[src/rtl/serial_adder_pkg.sv]
// Shared state encoding and width helper for the bit-serial adder.
// Optional overflow flag is enabled with SERIAL_ADDER_OVF_EN.
package serial_adder_pkg;

    typedef enum logic {
        S_IDLE = 1'b0,
        S_RUN  = 1'b1
    } state_e;

    function automatic int clog2(input int v);
        int r;
        r = 0;
        while ((1 << r) < v) r = r + 1;
        return (r < 1) ? 1 : r;
    endfunction

endpackage

[src/rtl/serial_adder_if.sv]
// Start/done handshake and operand/result bus of the serial adder.
// The ovf signal exists only when SERIAL_ADDER_OVF_EN is defined.
interface serial_adder_if #(
    parameter int N = 8
);
    logic         start;
    logic [N-1:0] a;
    logic [N-1:0] b;
    logic         ci;
    logic         busy;
    logic         done;
    logic [N-1:0] sum;
    logic         co;
`ifdef SERIAL_ADDER_OVF_EN
    logic         ovf;
`endif

    modport master (
        output start, a, b, ci,
        input  busy, done, sum, co
`ifdef SERIAL_ADDER_OVF_EN
        , input ovf
`endif
    );

    modport slave (
        input  start, a, b, ci,
        output busy, done, sum, co
`ifdef SERIAL_ADDER_OVF_EN
        , output ovf
`endif
    );
endinterface

[src/rtl/serial_adder_fa.sv]
// One-bit full adder cell; the combinational core of the serial adder.
module serial_adder_fa (
    input  logic a,
    input  logic b,
    input  logic ci,
    output logic sum,
    output logic co
);
    assign sum = a ^ b ^ ci;
    assign co  = (a & b) | (ci & (a ^ b));
endmodule

[src/rtl/serial_adder.sv]
// Bit-serial N-bit adder: one LSB pair per clock through a single FA cell.
// Define SERIAL_ADDER_OVF_EN to add the registered two's-complement ovf output.
module serial_adder
    import serial_adder_pkg::*;
#(
    parameter int N = 8
) (
    input  logic           clk,
    input  logic           rst_n,
    serial_adder_if.slave  bus
);
    localparam int            CW   = clog2(N);
    localparam logic [CW-1:0] LAST = CW'(N - 1);

    state_e        state_q, state_d;
    logic [N-1:0]  a_sh_q, a_sh_d;
    logic [N-1:0]  b_sh_q, b_sh_d;
    logic [N-1:0]  res_q, res_d;
    logic [N-1:0]  sum_q, sum_d;
    logic [CW-1:0] cnt_q, cnt_d;
    logic          carry_q, carry_d;
    logic          co_q, co_d;
    logic          done_q, done_d;
    logic          fa_sum, fa_co;
`ifdef SERIAL_ADDER_OVF_EN
    logic          ovf_q, ovf_d;
`endif

    serial_adder_fa u_fa (
        .a   (a_sh_q[0]),
        .b   (b_sh_q[0]),
        .ci  (carry_q),
        .sum (fa_sum),
        .co  (fa_co)
    );

    always_comb begin
        state_d = state_q;
        a_sh_d  = a_sh_q;
        b_sh_d  = b_sh_q;
        res_d   = res_q;
        sum_d   = sum_q;
        cnt_d   = cnt_q;
        carry_d = carry_q;
        co_d    = co_q;
        done_d  = 1'b0;
`ifdef SERIAL_ADDER_OVF_EN
        ovf_d   = ovf_q;
`endif
        unique case (state_q)
            S_IDLE: begin
                if (bus.start) begin
                    state_d = S_RUN;
                    a_sh_d  = bus.a;
                    b_sh_d  = bus.b;
                    carry_d = bus.ci;
                    cnt_d   = '0;
                end
            end
            S_RUN: begin
                a_sh_d  = a_sh_q >> 1;
                b_sh_d  = b_sh_q >> 1;
                res_d   = {fa_sum, res_q[N-1:1]};
                carry_d = fa_co;
                cnt_d   = (cnt_q == LAST) ? cnt_q : cnt_q + 1'b1;
                // Final bit: carry_q here is the carry into the MSB.
                if (cnt_q == LAST) begin
                    state_d = S_IDLE;
                    sum_d   = res_d;
                    co_d    = fa_co;
                    done_d  = 1'b1;
`ifdef SERIAL_ADDER_OVF_EN
                    ovf_d   = carry_q ^ fa_co;
`endif
                end
            end
            default: state_d = S_IDLE;
        endcase
    end

    always_ff @(posedge clk) begin
        if (!rst_n) begin
            state_q <= S_IDLE;
            a_sh_q  <= '0;
            b_sh_q  <= '0;
            res_q   <= '0;
            sum_q   <= '0;
            cnt_q   <= '0;
            carry_q <= 1'b0;
            co_q    <= 1'b0;
            done_q  <= 1'b0;
`ifdef SERIAL_ADDER_OVF_EN
            ovf_q   <= 1'b0;
`endif
        end else begin
            state_q <= state_d;
            a_sh_q  <= a_sh_d;
            b_sh_q  <= b_sh_d;
            res_q   <= res_d;
            sum_q   <= sum_d;
            cnt_q   <= cnt_d;
            carry_q <= carry_d;
            co_q    <= co_d;
            done_q  <= done_d;
`ifdef SERIAL_ADDER_OVF_EN
            ovf_q   <= ovf_d;
`endif
        end
    end

    assign bus.busy = (state_q == S_RUN);
    assign bus.done = done_q;
    assign bus.sum  = sum_q;
    assign bus.co   = co_q;
`ifdef SERIAL_ADDER_OVF_EN
    assign bus.ovf  = ovf_q;
`endif
endmodule
[src/flat_wrapper.sv]
// flat-port wrapper written by rule: the top's interface ports become plain ports
module serial_adder_flat import serial_adder_pkg::*;
#(
    parameter int N = 8
)
  (clk, rst_n, bus_start, bus_a, bus_b, bus_ci, bus_busy, bus_done, bus_sum, bus_co);
  serial_adder_if #(.N(N)) bus_i ();
  input  logic clk;
  input  logic rst_n;
  input wire logic [$bits(bus_i.start)-1:0] bus_start;
  input wire logic [$bits(bus_i.a)-1:0] bus_a;
  input wire logic [$bits(bus_i.b)-1:0] bus_b;
  input wire logic [$bits(bus_i.ci)-1:0] bus_ci;
  output wire logic [$bits(bus_i.busy)-1:0] bus_busy;
  output wire logic [$bits(bus_i.done)-1:0] bus_done;
  output wire logic [$bits(bus_i.sum)-1:0] bus_sum;
  output wire logic [$bits(bus_i.co)-1:0] bus_co;
  assign bus_i.start = bus_start;
  assign bus_i.a = bus_a;
  assign bus_i.b = bus_b;
  assign bus_i.ci = bus_ci;
  assign bus_busy = bus_i.busy;
  assign bus_done = bus_i.done;
  assign bus_sum = bus_i.sum;
  assign bus_co = bus_i.co;
  serial_adder #(.N(N)) u_core (.clk(clk), .rst_n(rst_n), .bus(bus_i));
endmodule
[config.mk]
export PLATFORM = sky130hd
export DESIGN_NAME = serial_adder_flat
export DESIGN_NICKNAME = d
export VERILOG_FILES = /design/src/rtl/serial_adder_pkg.sv /design/src/rtl/serial_adder_if.sv /design/src/rtl/serial_adder_fa.sv /design/src/rtl/serial_adder.sv /design/src/flat_wrapper.sv
export SDC_FILE = /design/constraint.sdc
export NUM_CORES = 1
export LEC_CHECK = 0
export BUFFER_PORTS_ARGS = -buffer_cell sky130_fd_sc_hd__buf_2
export CAP_MARGIN = 25
export CELL_PAD_IN_SITES_DETAIL_PLACEMENT = 0
export CELL_PAD_IN_SITES_GLOBAL_PLACEMENT = 1
export CORE_UTILIZATION = 41
export DETAILED_ROUTE_END_ITERATION = 16
export GPL_TIMING_DRIVEN = 0
export PLACE_DENSITY_LB_ADDON = 0.1
export SYNTH_ARGS = -nofsm -noshare
export SYNTH_HDL_FRONTEND = slang
export SYNTH_SLANG_ARGS = --single-unit
[constraint.sdc]
create_clock -name clk -period 1.7 [get_ports clk]
set_clock_uncertainty 0.2 [all_clocks]
set_input_delay 0.255 -clock clk [delete_from_list [all_inputs] [get_ports clk]]
set_output_delay 0.255 -clock clk [all_outputs]
set_load 0.05 [all_outputs]
## Yosys cells after proc, flatten, opt, wreduce, memory -nomap -nowiden

Index checks and enable logic that the tools add are counted.

| cells by class | value |
|---|---|
| add/sub/neg operators | 1 |
| multipliers | 0 |
| divide/modulo/power cells | 0 |
| $lt $le $gt $ge | 0 |
| equal/unequal tests | 3 |
| shift operators | 0 |
| muxes and demuxes | 13 |
| bitwise gates (word level) | 6 |
| reductions and logical operators | 3 |

Operators by type and width:

| operator | number |
|---|---|
| 8-bit one-hot mux with 2 select lines | 2 |
| 8-bit 2-to-1 mux | 2 |
| 3-bit 2-to-1 mux | 2 |
| 3-bit one-hot mux with 2 select lines | 1 |
| 2-bit AND reduction | 3 |
| 1-bit 2-to-1 mux | 4 |
| 2-bit inequality test, second input constant | 2 |
| 1-bit one-hot mux with 2 select lines | 2 |
| 3-bit by 1-bit adder with 3-bit output, second input constant | 1 |
| 3-bit equality test, second input constant | 1 |
| 1-bit bitwise AND | 2 |
| 1-bit bitwise XOR | 2 |
| 1-bit inverter | 1 |
| 1-bit OR | 1 |

| word-level totals | value |
|---|---|
| register bits | 39 |
| latch bits | 0 |
| RAM bits | 0 |
| bits in read-only memories | 0 |
| input port bits | 20 |
| output and inout port bits | 11 |
| logic and storage cells | 35 |
| memories | 0 |

## Longest topological paths before layout

Gate-level depths: netlist of run 1.

| depth | value |
|---|---|
| depth after elaboration | 4 |
| depth in mapped cells | 7 |

## By module

From an unflattened synthesis of run 1, not the netlist that was laid out.

| unflattened totals | value |
|---|---|
| cell total of the unflattened synthesis | 163 |
| area, all modules | 1635.3 µm² |

Modules (own cells, without submodules):

| module | times used | cells each | area an instance (µm²) | seq. area each (µm²) |
|---|---|---|---|---|
| serial_adder | 1 | 162 | 1615.3 | 760.7 |
| serial_adder_fa | 1 | 1 | 20.0 | 0.0 |

## Least setup slack after synthesis of run 1

No wires, ideal clock.

| timing path | value |
|---|---|
| path kind | register to register |
| start point | register u_core.state_q (netlist: u_core.bus.busy) |
| end point | register u_core.cnt_q[0] |
| library setup time | 116 ps |
| arrival time | 1247 ps |
| slack | 137 ps |
| stages on the path, launching flop included | 4 |
| buffers on the path | 1 |
| path through | dfxtp_1 -> buf_6 -> and4bb_2 -> a31o_2 |

| between the ends | value |
|---|---|
| word-level cells in the longest chain between the ends | 3 |
| elaborated cells between the ends (all ways) | 5 |
| those cells by class | eq/ne (2); mux (1); bitwise (1); reduce/logical (1) |

RTL lines:

| what | RTL line | source |
|---|---|---|
| start: declaration | serial_adder.sv:15 | `state_e state_q, state_d;` |
| start signal: assignment | serial_adder.sv:96 | `state_q <= state_d;` |
| 1-bit inverter | serial_adder.sv:50 | `unique case (state_q)` |
| 2-bit inequality test (no source line) | n/a |  |
| 2-bit AND reduction (no source line) | n/a |  |
| end signal: assignment | serial_adder.sv:101 | `cnt_q <= cnt_d;` |
| end: declaration | serial_adder.sv:20 | `logic [CW-1:0] cnt_q, cnt_d;` |

Several ways; a longest one is shown, not always the timed one.
A chain may end at the register's enable or synchronous reset.

## Worst setup path in the final report of run 1

| timing path | value |
|---|---|
| start point | register u_core.cnt_q[0] |
| end point | register u_core.sum_q[1] (netlist: u_core.bus.sum[1]) |

| between the ends | value |
|---|---|
| word-level cells in the longest chain between the ends | 2 |

RTL lines:

| what | RTL line | source |
|---|---|---|
| 3-bit equality test | serial_adder.sv:67 | `if (cnt_q == LAST) begin` |
| 2-bit AND reduction (no source line) | n/a |  |
| end signal: assignment | serial_adder.sv:100 | `sum_q <= sum_d;` |
| end: declaration | serial_adder.sv:19 | `logic [N-1:0] sum_q, sum_d;` |

Every way passes these cells.

==> results_dict.tcl, run 1 <==
set metrics [dict create \
    p_leak_nw 0.847 \
    path_class "register to register" \
    cts_tree "built" \
    worstSetupStartpointType "register" \
    finalHoldViolations 0 \
    dp.cells 239 \
    powerDensity_nw_per_um2 986 \
    cp_max_fo 10 \
    slowest_delay_ns 0.34 \
    final_cells 249 \
    synth_area_um2 1620 \
    status "finished, final reports clean" \
    path_buf_inv 2 \
    rsz0062_at_grt "no" \
    worst_slew_pin_slew_ns 0.441 \
    die_area_um2 4200 \
    cts_max_path_buffers 2 \
    cts.repair.resized 0 \
    antenna_found_initial 0 \
    cp_slowest_cell "dfxtp_1" \
    cp-end-kind "register" \
    syn_nets 184 \
    dpl_cell_area_um2 1830 \
    num_vias 1218 \
    port_buffers 30 \
    drive_gt1_frac 0.279 \
    wire_per_inst_um 12.2 \
    finalNetCount 223 \
    grt_pass1_wl_um 5250 \
    worst_ep_arrival_time_ns 1.57 \
    diodes 0 \
    layout_commonest_cell "dfxtp_1" \
    fin_util 0.528 \
    min_period_ns 1.58 \
    fin_total_pwr_mw 1.93 \
    yosysWarnings 0 \
    clk_latency_ns 0.30 \
    ys_seq_area_frac 0.470 \
    grt_max_degree 14 \
    dr.pass1.iters 4 \
    vdd_ir_drop_max_uv 575 \
    hp-class "primary input to register" \
    final_area_um2 1960 \
    place_hpwl_um 2180 \
    final.period_utilization 0.930 \
    path_clk_slew_ns 0.08 \
    io_pins 31 \
    ctsHtreeMaxLevel 2 \
    slew_violations 0 \
    max_slew_margin 0.706 \
    critical_path.top_delay_family "adder cells" \
    die_w_um 64.8 \
    final_cell_mix "dfxtp_1, buf_2, mux2i_1, nand2_1, a21oi_1" \
    setup_viol 0 \
    max_freq_mhz 633 \
    cp_common_cell "ha_1" \
    grtUsageTotal 0.168 \
    path_cells "ha_1, ha_1, buf_2, and2_4, buf_6, nand2_1, a21boi_1" \
    core_area_um2 3720 \
    syn2layout_area_growth_pct 21.3 \
    finalWirelength_um 3040 \
    fp-row-count 22 \
    nFillCells 367 \
    tns_ns 0 \
    ant_nets 0 \
    place.gp.congestion 0.678 \
    post-route-drc-count 0 \
    grt_pass1_vias 1207 \
    synthDistinctLibCells 29 \
    cts_made_buffers 5 \
    start_util 0.435 \
    worstPathRequired_ns 1.69 \
    grt_overflow 0 \
    cts_num_sinks 38 \
    cap_violations 0 \
    syn_inst 161 \
    avgViaCountPerCell 4.89 \
    clockRootBuffer "clkbuf_8" \
    die_h_um 64.8 \
    drt_iter0_markers 26 \
    synth_seq_cells 38 \
    syn_avg_cell_area_um2 10.0 \
]
state kept, by name, summed over array words and instances (netlist names):
signal / flops
u_core.a_sh_q: 8
u_core.b_sh_q: 8
u_core.bus.sum: 8
u_core.res_q: 7
u_core.cnt_q: 3
u_core.bus.busy: 1
u_core.bus.co: 1
u_core.bus.done: 1
u_core.carry_q: 1
metrics by stage:
step                      hold slack (ns)  setup WS (ns)
after CTS                          0.0458          0.107
after global routing               0.0598         0.0152
final                              0.0500          0.119
after global placement              0.238          0.128
after floorplan                     0.202          0.137
after detailed placement            0.244          0.113
cell usage after synthesis:
cell	number	area share
nand2_1	19	0.044
dfxtp_1	38	0.47
and2b_2	1	0.0054
buf_4	1	0.0046
o21ai_1	4	0.012
a21boi_0	1	0.0046
and4bb_2	1	0.0077
nor2_4	1	0.0070
ha_1	2	0.015
xnor2_1	1	0.0054
inv_2	1	0.0023
buf_6	4	0.028
a21oi_1	16	0.049
fa_1	1	0.012
and2_4	1	0.0054
buf_12	1	0.012
and3_1	1	0.0039
buf_2	3	0.0093
nor2_1	2	0.0046
clkbuf_2	1	0.0031
nand2_2	1	0.0039
o21ai_0	13	0.040
nand3b_1	1	0.0046
mux2i_1	25	0.15
a21boi_1	9	0.042
clkbuf_1	3	0.0070
a31o_2	1	0.0054
nor2b_1	7	0.027
nor3b_2	1	0.0077
worst paths after layout:
path / cells past startpoint / slack, ns / end / startpoint
worst max register to register: 7 / 0.12 / u_core.bus.sum[1] / u_core.cnt_q[0]
worst min register to register: 2 / 0.25 / u_core.bus.sum[7] / u_core.bus.sum[7]
worst min-delay path: 3 / 0.05 / u_core.a_sh_q[3] / bus_a[3]
worst max-delay path: 7 / 0.12 / u_core.bus.sum[1] / u_core.cnt_q[0]
worst reg2reg max path: cells and delay by family (launching register included):
kind / cells / cell delay [ns]
AOI/OAI and AO/OA: 1 / 0.05
DFF: 1 / 0.34
adders and majority gates: 2 / 0.36
buffers and inverters: 2 / 0.29
and+or+nand+nor: 2 / 0.24
logic make-up after synthesis:
logic type / share of synthesized area
xor gates and xnor gates: 0.00541
buffers and inverters: 0.0665
muxes: 0.155
and+or+nand+nor: 0.121
adders and majority gates: 0.0278
AOI/OAI and AO/OA: 0.154
DFF: 0.470
area by class of cell:
| cell class | count | area, um^2 | area share |
|---|---|---|---|
| clock buffers | 5 | 68.8 | 0.0351 |
| multi-input cells | 109 | 749 | 0.382 |
| flip-flops and latches | 38 | 761 | 0.388 |
| inverters | 1 | 3.75 | 0.00191 |
| plain buffers | 13 | 104 | 0.0529 |
| repair buffers | 32 | 170 | 0.0867 |
| clock inverters | 3 | 45.0 | 0.0230 |
| well taps | 48 | 60.1 | 0.0306 |
repair_timing:
item	in CTS	in global routing
setup buffers	0	0
endpoints found under the hold margin	2	0
hold buffers	2	0
routing by layer:
layer | global-route usage | vias to the layer above | wire length, um
met3 | 0.0475 | 5 | 112
met4 | 0.0833 | 0 | 55
met5 | 0 | - | 0
li1 | - | 632 | -
met2 | 0.285 | 22 | 1490
met1 | 0.192 | 559 | 1380
report_power, final:
group / switching, mW / total (mW) / internal, mW
Combinational: 0.101 / 0.203 / 0.102
Sequential: 0.0233 / 0.955 / 0.932
Clock: 0.339 / 0.776 / 0.436
Power figures use the tool's default switching activity.
==> run 2: changes to the inputs <==
- ABC_AREA: default -> 1
- CORE_UTILIZATION: 41 -> 38
==> results_dict.tcl, run 2 <==
set metrics [dict create \
    max_slew_margin 0.838 \
    post-route-drc-count 0 \
    worstSetupStartpointType "register" \
    drt_iter0_markers 48 \
    die_w_um 67.6 \
    slew_violations 0 \
    cp_max_fo 10 \
    max_freq_mhz 653 \
    final_area_um2 1930 \
    p_leak_nw 0.997 \
    path_clk_slew_ns 0.07 \
    cts_max_path_buffers 2 \
    final.period_utilization 0.901 \
    cp_common_cell "ha_1" \
    syn_avg_cell_area_um2 7.32 \
    grt_pass1_wl_um 5830 \
    port_buffers 28 \
    cts_num_sinks 38 \
    yosys.area.top_type "dfxtp_1" \
    ant_nets 0 \
    clk_latency_ns 0.29 \
    dr.pass1.iters 4 \
    synth_area_um2 1630 \
    syn2layout_area_growth_pct 18.2 \
    ctsHtreeMaxLevel 2 \
    min_period_ns 1.53 \
    grtUsageTotal 0.178 \
    layout_commonest_cell "nand2_1" \
    antenna_found_initial 0 \
    ys_top_cells_by_count "nand2_1, dfxtp_1, nand3_1, inv_1, nor2_1" \
    synthDistinctLibCells 18 \
    core_area_um2 4060 \
    die_area_um2 4560 \
    ys_seq_area_frac 0.466 \
    grt_pass1_vias 1272 \
    synth.area.top_cells "dfxtp_1, nand2_1, nand3_1" \
    cp_slowest_cell "dfxtp_1" \
    drive_gt1_frac 0.208 \
    worstPathRequired_ns 1.69 \
    cts_made_buffers 5 \
    vdd_ir_drop_max_uv 480 \
    tns_ns 0 \
    clockRootBuffer "clkbuf_8" \
    finalHoldViolations 0 \
    rsz0062_at_grt "no" \
    yosys.cell_count.top_type "nand2_1" \
    syn_inst 223 \
    grt_overflow 0 \
    final_cell_mix "nand2_1, dfxtp_1, buf_2, nand3_1, inv_1" \
    grt_max_degree 12 \
    io_pins 31 \
    path_class "register to register" \
    cts_tree "built" \
    hp-class "primary input to register" \
    ys.flop_type "dfxtp_1" \
    place.gp.congestion 0.724 \
    nFillCells 465 \
    powerDensity_nw_per_um2 946 \
    fp-row-count 23 \
    cp-end-kind "register" \
    die_h_um 67.6 \
    worst_ep_arrival_time_ns 1.52 \
    synth_edf_count 0 \
    dpl_cell_area_um2 1840 \
    async_reset_ff_frac 0 \
    synth_top_area_share 0.466 \
    worst_slew_pin_slew_ns 0.243 \
    wire_per_inst_um 11.3 \
    start_util 0.402 \
    finalNetCount 281 \
    yosysWarnings 0 \
    avgViaCountPerCell 4.55 \
    cap_violations 0 \
    slowest_delay_ns 0.33 \
    num_vias 1406 \
    status "finished, final reports clean" \
    r2r_slack_ns 0.17 \
    diodes 0 \
    fin_util 0.476 \
    finalWirelength_um 3480 \
    setup_viol 0 \
    place_hpwl_um 2420 \
    synth_seq_cells 38 \
    syn_nets 246 \
    path_cells "ha_1, ha_1, nand2_2, buf_2, nand3_1, nand2_1, nor2_1" \
]
==> run 2: cell types whose count changed after synthesis, sizes merged, moves of 4 or more <==
cell / previous run / this run
nand2: 20 / 71
nand3: 0 / 33
mux2i: 25 / 0
inv: 1 / 22
nor2: 3 / 21
a21boi: 10 / 0
o21ai: 17 / 9
nor2b: 7 / 0
a21oi: 16 / 12
buf: 9 / 13
clkbuf: 4 / 0
==> run 2: per-layer routing <==
layer  GRT usage  wire length [um]  part of all wire  up-vias
met5           0                 0                 0        -
met4      0.0798                57             0.016        0
met3      0.0456               114             0.033        7
met2       0.271              1490              0.43       23
met1       0.234              1820              0.52      613
li1            -                 -                 -      763
==> run 2: cells by family after synthesis <==
group	Yosys count	share of synthesized area
flip-flops	38	0.466
adder cells (fa/ha/maj)	3	0.0276
AO/OA/AOI/OAI	21	0.0690
AND/OR/NAND/NOR	125	0.324
buffers and inverters	36	0.113
==> run 2: layout make-up <==
cell class / instances / area [um^2] / area share
plain buffers: 13 / 98.8 / 0.0512
clock buffers: 7 / 86.3 / 0.0447
clock inverters: 1 / 5.00 / 0.00259
inverters: 23 / 90.1 / 0.0467
multi-input cells: 149 / 687 / 0.356
flip-flops and latches: 38 / 761 / 0.394
well taps: 50 / 62.6 / 0.0324
repair buffers: 28 / 140 / 0.0726
==> run 2: power breakdown <==
| part | leakage, nW | switching (mW) | internal [mW] | total (mW) |
|---|---|---|---|---|
| combinational | 0.638 | 0.137 | 0.0917 | 0.229 |
| sequential | 0.311 | 0.0265 | 0.935 | 0.962 |
| clock | 0.0482 | 0.309 | 0.327 | 0.636 |
| total | 0.997 | 0.473 | 1.35 | 1.83 |
==> run 2: repair_timing <==
item                                    CTS  global route
endpoints found under the setup margin    0             1
hold buffers                              0             0
buffers inserted                          0             0
gates resized for setup                   0             1
==> run 2: critical path, delay by kind of cell, from the launching register on <==
family,cells,cell delay [ns]
buffers and inverters,1,0.21
and+or+nand+nor,4,0.30
DFF,1,0.33
adders and majority gates,2,0.40
==> run 2: metrics by stage <==
step / hold WS [ns] / cells / total power [mW] / worst slack (ns)
after CTS: 0.0204 / 309 / 1.85 / 0.0841
final: 0.0275 / 309 / 1.83 / 0.168
after global routing: 0.0354 / 309 / 1.91 / 0.0581
after detailed placement: 0.252 / 301 / 1.21 / 0.0948
after floorplan: 0.206 / 223 / 1.15 / 0.154
after global placement: 0.252 / 301 / 1.21 / 0.0800
==> run 2: worst paths after layout <==
| path | start | end | depth (start not counted) |
|---|---|---|---|
| max reg2reg | u_core.cnt_q[0] | u_core.cnt_q[0] | 7 |
| max | u_core.cnt_q[0] | u_core.cnt_q[0] | 7 |
| min | bus_a[7] | u_core.a_sh_q[7] | 3 |
| min reg2reg | u_core.bus.sum[4] | u_core.bus.sum[4] | 2 |
==> run 3: changes to the inputs <==
- CELL_PAD_IN_SITES_DETAIL_PLACEMENT: 0 -> default
- CELL_PAD_IN_SITES_GLOBAL_PLACEMENT: 1 -> default
- CORE_UTILIZATION: 38 -> 54
- PLACE_DENSITY: default -> 0.8
- PLACE_DENSITY_LB_ADDON: 0.1 -> default
==> results_dict.tcl, run 3 (same netlist as run 2, synthesis figures left out) <==
set metrics [dict create \
    ctsHtreeMaxLevel 2 \
    io_pins 31 \
    grt_pass1_wl_um 5650 \
    fp-row-count 19 \
    grt_max_degree 13 \
    syn2layout_area_growth_pct 17.5 \
    finalNetCount 284 \
    powerDensity_nw_per_um2 936 \
    finalWirelength_um 3180 \
    violations "DRC" \
    status "complete, but fails checks" \
    cap_violations 0 \
    clk_latency_ns 0.34 \
    fin_util 0.684 \
    path_clk_slew_ns 0.11 \
    num_vias 1439 \
    final_cell_mix "nand2_1, dfxtp_1, buf_2, nand3_1, inv_1" \
    max_slew_margin 0.802 \
    drive_gt1_frac 0.206 \
    r2r_slack_ns 0.1 \
    min_period_ns 1.60 \
    final.period_utilization 0.941 \
    layout_commonest_cell "nand2_1" \
    rsz0062_at_grt "no" \
    core_area_um2 2810 \
    post-route-drc-count 2 \
    switching_share 0.256 \
    r2r_cells 6 \
    cts_made_buffers 5 \
    worst_ep_arrival_time_ns 1.66 \
    dr.pass1.iters 10 \
    drt_iter0_markers 59 \
    grt_pass1_vias 1348 \
    seqPwrFrac 0.535 \
    worst_slew_pin_slew_ns 0.296 \
    worstPathRequired_ns 1.76 \
    p_comb_frac 0.129 \
    diodes 0 \
    hold_ws_ns 0.0223 \
    die_area_um2 3250 \
    worstSetupStartpointType "register" \
    multi_input_area_um2 687 \
    cp_max_fo 10 \
    antenna_found_initial 0 \
    max_freq_mhz 625 \
    p_leak_nw 1.01 \
    die_h_um 57.0 \
    finalHoldViolations 0 \
    cts.repair.resized 0 \
    internal_power_mw 1.34 \
    grtUsageTotal 0.229 \
    vdd_ir_drop_max_uv 815 \
    slew_violations 0 \
    clockRootBuffer "clkbuf_4" \
    fin_ws_ns 0.0995 \
    start_util 0.582 \
    dp_slack_ns 0.101 \
    die_w_um 57.0 \
    cts_tree "built" \
    nFillCells 242 \
    clkPwrFrac 0.336 \
    whs_path_depth 5 \
    ant_nets 0 \
    cp-end-kind "register" \
    path_class "register to register" \
    hp-class "primary input to register" \
    avgViaCountPerCell 4.91 \
    setup_viol 0 \
    cts_max_path_buffers 2 \
    cts_num_sinks 38 \
    port_buffers 28 \
    p_switching_mw 0.459 \
    tns_ns 0 \
    place.gp.congestion 0.759 \
    grt_overflow 0 \
    wire_per_inst_um 10.9 \
    seq_area_um2 761 \
    place_hpwl_um 2130 \
]
## run 3: layout make-up
type / count / share of cell area
Multi-Input combinational cell: 149 / 0.358
Clock inverter: 3 / 0.0209
Inverter: 23 / 0.0450
Clock buffer: 5 / 0.0196
Sequential cell: 38 / 0.396
Buffer: 13 / 0.0515
Tap cell: 31 / 0.0202
Timing Repair Buffer: 31 / 0.0887
## run 3: final timing paths
path	startpoint	to
max reg2reg	u_core.cnt_q[0]	u_core.bus.sum[0]
min reg2reg	u_core.bus.sum[5]	u_core.bus.sum[5]
max	u_core.cnt_q[0]	u_core.bus.sum[0]
min	bus_b[3]	u_core.b_sh_q[3]
## run 3: power by group through the flow
stage / sequential [mW] / combinational (mW) / clock, mW
global route: 0.969 / 0.264 / 0.656
CTS: 0.962 / 0.232 / 0.615
finish: 0.961 / 0.231 / 0.603
detailed placement: 0.982 / 0.225 / 0
floorplan: 0.983 / 0.162 / 0
global placement: 0.981 / 0.223 / 0
## run 3: metrics by stage
step	area, um^2	total power, mW	std cells
floorplan	1630	1.15	223
global placement	1810	1.20	282
detailed placement	1810	1.21	282
CTS	1920	1.81	293
global route	1920	1.89	293
finish	1920	1.80	293
## run 3: repair_timing
action	in CTS	in global routing
hold endpoints to repair	8	0
hold buffers	3	0
buffers inserted	0	0
## run 3: routing by layer
layer | track usage | part of all wire
met3 | 0.0476 | 0.041
met5 | 0 | 0
met1 | 0.300 | 0.49
met2 | 0.356 | 0.45
met4 | 0.125 | 0.021
## run 3: critical path: stages, from the launching register on
cell      delay (ns)
dfxtp_1         0.34
ha_1            0.20
ha_1            0.20
nand2_2         0.07
clkinv_1        0.25
nor2_1          0.18
nor2_1          0.06
